===== src/rtl/cmd_seq_pkg.sv =====
// Shared types and the fixed command descriptor table for the command sequencer.
package cmd_seq_pkg;

  typedef enum logic [2:0] {
    IDLE,
    ISSUE,
    WAIT_RESP,
    DONE,
    ERROR
  } state_t;

  // Descriptor table: ROM start address and byte length per entry; unused entries are empty.
  localparam logic [4:0] CMD_START [0:7] = '{5'd0, 5'd3, 5'd8, 5'd12, 5'd0, 5'd0, 5'd0, 5'd0};
  localparam logic [3:0] CMD_LEN   [0:7] = '{4'd3, 4'd5, 4'd4, 4'd6, 4'd0, 4'd0, 4'd0, 4'd0};

endpackage


===== src/rtl/cmd_seq_resp_timer.sv =====
// Response timeout counter: cleared on each issue, counts while waiting,
// flags the last allowed wait cycle on tc.
module resp_timer #(
  parameter int TIMEOUT_CYC = 50000
) (
  input  logic clk,
  input  logic rst,
  input  logic clear,
  input  logic enable,
  output logic tc
);

  localparam int TW = (TIMEOUT_CYC > 2) ? $clog2(TIMEOUT_CYC) : 1;

  logic [TW-1:0] timer;

  always_ff @(posedge clk or posedge rst) begin
    if (rst) begin
      timer <= '0;
    end else if (clear) begin
      timer <= '0;
    end else if (enable) begin
      timer <= timer + 1'b1;
    end
  end

  assign tc = (timer == TW'(TIMEOUT_CYC - 1));

endmodule


===== src/rtl/cmd_seq.sv =====
// Command sequencer: walks the descriptor table, issues each entry to snd_cmd,
// waits for its response and retries on timeout, ending in sticky done or err.
module cmd_seq
  import cmd_seq_pkg::*;
#(
  parameter int NUM_CMDS    = 4,
  parameter int TIMEOUT_CYC = 50000,
  parameter int MAX_RETRY   = 3
) (
  input  logic       clk,
  input  logic       rst,
  input  logic       go,
  input  logic       resp_rcvd,
  output logic       send,
  output logic [4:0] cmd_start,
  output logic [3:0] cmd_len,
  output logic [2:0] cmd_idx,
  output logic       busy,
  output logic       done,
  output logic       err
);

  localparam logic [2:0] LAST_IDX  = 3'(NUM_CMDS - 1);
  localparam logic [2:0] RETRY_MAX = 3'(MAX_RETRY);

  state_t     state;
  logic [2:0] retry_cnt;
  logic       tc;

  resp_timer #(
    .TIMEOUT_CYC(TIMEOUT_CYC)
  ) u_resp_timer (
    .clk   (clk),
    .rst   (rst),
    .clear (state == ISSUE),
    .enable(state == WAIT_RESP),
    .tc    (tc)
  );

  // A response takes priority over a timeout landing in the same cycle.
  always_ff @(posedge clk or posedge rst) begin
    if (rst) begin
      state     <= IDLE;
      cmd_idx   <= '0;
      retry_cnt <= '0;
      done      <= 1'b0;
      err       <= 1'b0;
    end else begin
      case (state)
        IDLE, DONE, ERROR: begin
          if (go) begin
            cmd_idx   <= '0;
            retry_cnt <= '0;
            done      <= 1'b0;
            err       <= 1'b0;
            state     <= ISSUE;
          end
        end
        ISSUE: state <= WAIT_RESP;
        WAIT_RESP: begin
          if (resp_rcvd) begin
            if (cmd_idx == LAST_IDX) begin
              done  <= 1'b1;
              state <= DONE;
            end else begin
              cmd_idx   <= cmd_idx + 1'b1;
              retry_cnt <= '0;
              state     <= ISSUE;
            end
          end else if (tc) begin
            if (retry_cnt < RETRY_MAX) begin
              retry_cnt <= retry_cnt + 1'b1;
              state     <= ISSUE;
            end else begin
              err   <= 1'b1;
              state <= ERROR;
            end
          end
        end
        default: state <= IDLE;
      endcase
    end
  end

  // Strobes come straight off the state register so they cannot glitch.
  assign send      = (state == ISSUE);
  assign busy      = (state == ISSUE) || (state == WAIT_RESP);
  assign cmd_start = CMD_START[cmd_idx];
  assign cmd_len   = CMD_LEN[cmd_idx];

endmodule


===== config.mk =====
export PLATFORM = sky130hd
export DESIGN_NAME = cmd_seq
export DESIGN_NICKNAME = d
export VERILOG_FILES = /design/src/rtl/cmd_seq_pkg.sv /design/src/rtl/cmd_seq_resp_timer.sv /design/src/rtl/cmd_seq.sv
export SDC_FILE = /design/constraint.sdc
export NUM_CORES = 1
export LEC_CHECK = 0
export ABC_AREA = 1
export CORE_MARGIN = 1
export CORE_UTILIZATION = 38
export CTS_CLUSTER_DIAMETER = 120
export DETAILED_ROUTE_END_ITERATION = 16
export GPL_ROUTABILITY_DRIVEN = 0
export PLACE_DENSITY = 0.59
export SYNTH_ARGS = -nofsm -noshare
export SYNTH_HDL_FRONTEND = slang
export SYNTH_SLANG_ARGS = --single-unit

===== constraint.sdc =====
create_clock -name clk -period 1.6 [get_ports clk]
set_clock_uncertainty 0.1 [all_clocks]
set_input_delay 0.4 -clock clk [delete_from_list [all_inputs] [get_ports clk]]
set_output_delay 0.4 -clock clk [all_outputs]
set_load 0.05 [all_outputs]

==> metrics <==
average wire per standard cell=11.5 um; number of synthesized flops with an enable pin=0; violations in the final reports=negative setup slack; Critical Path AT=1310 ps; critical path class=flip-flop to output pin; CP Launch Type=flip-flop; worst skew pair latency=270 ps; Async SR Flop Fraction=100%; # clock sinks=27; Cell Area, Placed=0.00234 sq mm; part of the power in the clock network=9.9%; number of CTS-inserted buffers=3; crit path max fanout=5; Psw=1.78 mW; yosys warns=0; FP Rows=24; Netlist cell types=29; first-pass GRT wire length=6.78 mm; largest net degree at the start of global routing=28; cell count after synthesis=241; Leak=1.29 nW; Setup TNS=-1590 ps; initial antenna violation count=0; Comb pwr share=67.8%; share of cells above drive strength 1=42.0%; final setup fails=14; Initial Utilization=39.5%; area of the multi-input gates=0.00110 sq mm; synthesized area per cell=7.13 sq um; ANT cells=0; total routed wirelength=4.05 mm; area grow syn2layout=59.3%; Clock Path Buffers=2; CTS Root Buffer Type=clkbuf_8; max cap viols=0; Final Util=62.9%; Int Power=2.20 mW; ANT nets after route=0; Tmin final=1810 ps; total gr overflow=0; H-tree levels=1; RSZ-0062 raised after global routing=true; dpl hpwl=2.80 mm; FILL cells=375; IO Count=20; Nets=311; Reg clk slew, reported paths=100 ps; slack of the critical path=-212 ps; Fmax achieved=0.552 GHz; via-per-instance ratio=4.75; switch share=44.7%; status=complete, but fails checks; register area=686 sq um; sequential share of power=22.2%; DR pass1 iterations=4; Die Y=69.3 um; WHS=353 ps; final hold vios=0; Seq/Total Area, Yosys=39.3%; core area=0.00435 sq mm; HP Class=input pin to async pin; final instance area=0.00274 sq mm; via count=1671; GRT Util Overall=17.1%; Slew Viols, Final=0; DRC Markers=0; post-synthesis cell area=0.00172 sq mm; chip width=69.3 um; IO Port Bufs=17; TritonCTS clock tree=done; vias in the first global route=1569; ys flop type=dfrtp_1; initial DRC count=83; Final period util=113%; Max IR drop VDD=587 uV; die area=0.00480 sq mm; Required @ worst endpoint=1100 ps; power per cell area=1460 mW/mm^2; #FFs+latches synth=27; Setup crit end kind=output pin
[worst paths after layout]
| path | from | cells after the start | slack, ps | to |
|---|---|---|---|---|
| worst max-delay path | cmd_idx[0] | 4 | -210 | cmd_start[2] |
| worst min-delay path | rst | 3 | 350 | u_resp_timer.timer[3] |
| worst max register to register | u_resp_timer.timer[0] | 8 | -40 | retry_cnt[2] |
| worst min register to register | retry_cnt[1] | 2 | 410 | retry_cnt[1] |
| max in group asynchronous | rst | 3 | 870 | cmd_idx[2] |
| min in group clk | retry_cnt[1] | 2 | 410 | retry_cnt[1] |
[state kept, by name (all words and copies together) (netlist names)]
signal,count
cmd_idx,3
done,1
err,1
retry_cnt,3
state,3
u_resp_timer.timer,16
[worst max-delay path, stage by stage, from the launching register on]
cell,delay [ps]
dfrtp_2,460
ha_4,180
ha_4,160
buf_6,110
buf_12,130
[metrics by stage]
step	total power, mW	setup WS (ps)	std cells
2_1_floorplan	2.23	-315	242
3_3_place_gp	3.12	-104	330
3_5_place_dp	3.13	-136	330
4_1_cts	3.71	-220	344
5_1_grt	4.22	-260	352
6_report	3.99	-212	352
[synth_stat cells (2+ instances only)]
cell,count,area (sq um)
nand2_1,67,251
nor3_4,2,32.5
nor2_2,3,18.8
o22ai_1,2,12.5
inv_1,41,154
nor2_1,24,90.1
dfrtp_1,27,676
nand4_1,2,12.5
a21oi_1,2,10.0
o21ai_1,8,40.0
o21ai_0,11,55.1
buf_4,3,22.5
xnor2_1,2,17.5
ha_1,6,75.1
a22oi_1,2,15.0
nor3_1,3,15.0
nand2_2,7,43.8
nand2_4,2,22.5
nand3_1,17,85.1
[placed cells by master, fill, tap and decap left out, types with 3 or more instances in the layout]
master and n:
buf_12 15, buf_4 31, buf_6 9, clkbuf_8 3, clkdlybuf4s50_1 3, dfrtp_1 21, dfrtp_2 5, ha_4 4
inv_1 32, inv_2 8, nand2_1 59, nand2_2 12, nand2_4 3, nand3_1 8, nand3_2 8, nor2_1 15
nor2_4 11, o21ai_0 8, o21ai_1 8, o21ai_2 3
[power groups by stage]
stage | registers, mW | logic, mW | clock network (mW)
floorplan | 0.942 | 1.29 | 0
detailed placement | 0.894 | 2.24 | 0
global placement | 0.893 | 2.23 | 0
CTS | 0.864 | 2.44 | 0.405
global route | 0.898 | 2.89 | 0.437
finish | 0.887 | 2.70 | 0.396
[repair_timing]
action	4_1_cts	5_1_grt
hold endpoints to repair	0	0
setup buffers	10	8
pin swaps	9	22
gates resized for setup	16	43
hold buffers	0	0
setup endpoints to repair	17	30
[routing by layer]
layer  share of wire [%]  wire, um  GRT usage, %
met2                  52      2090          29.1
met3                 2.0        83          2.62
met4                0.67        27          4.31
met5                   0         0             0
met1                  46      1850          22.7
[logic make-up (layout without fill, tap and decap cells)]
| family | after synthesis | after routing | synth area share [%] |
|---|---|---|---|
| fa+ha+maj | 6 | 6 | 4.37 |
| xor+xnor | 2 | 2 | 1.02 |
| flops | 27 | 27 | 39.3 |
| other cells | 1 | 2 | 0.218 |
| buf+inv | 47 | 105 | 11.4 |
| simple gates | 130 | 130 | 34.7 |
| compound gates | 28 | 28 | 8.95 |
[cell type report]
cell class	count	area share [%]
clock buffers	4	1.64
inverters	42	5.94
multi-input cells	168	40.2
flip-flops and latches	27	25.0
well taps	52	2.38
repair buffers	59	24.8
(Power assumes the default switching activity.)
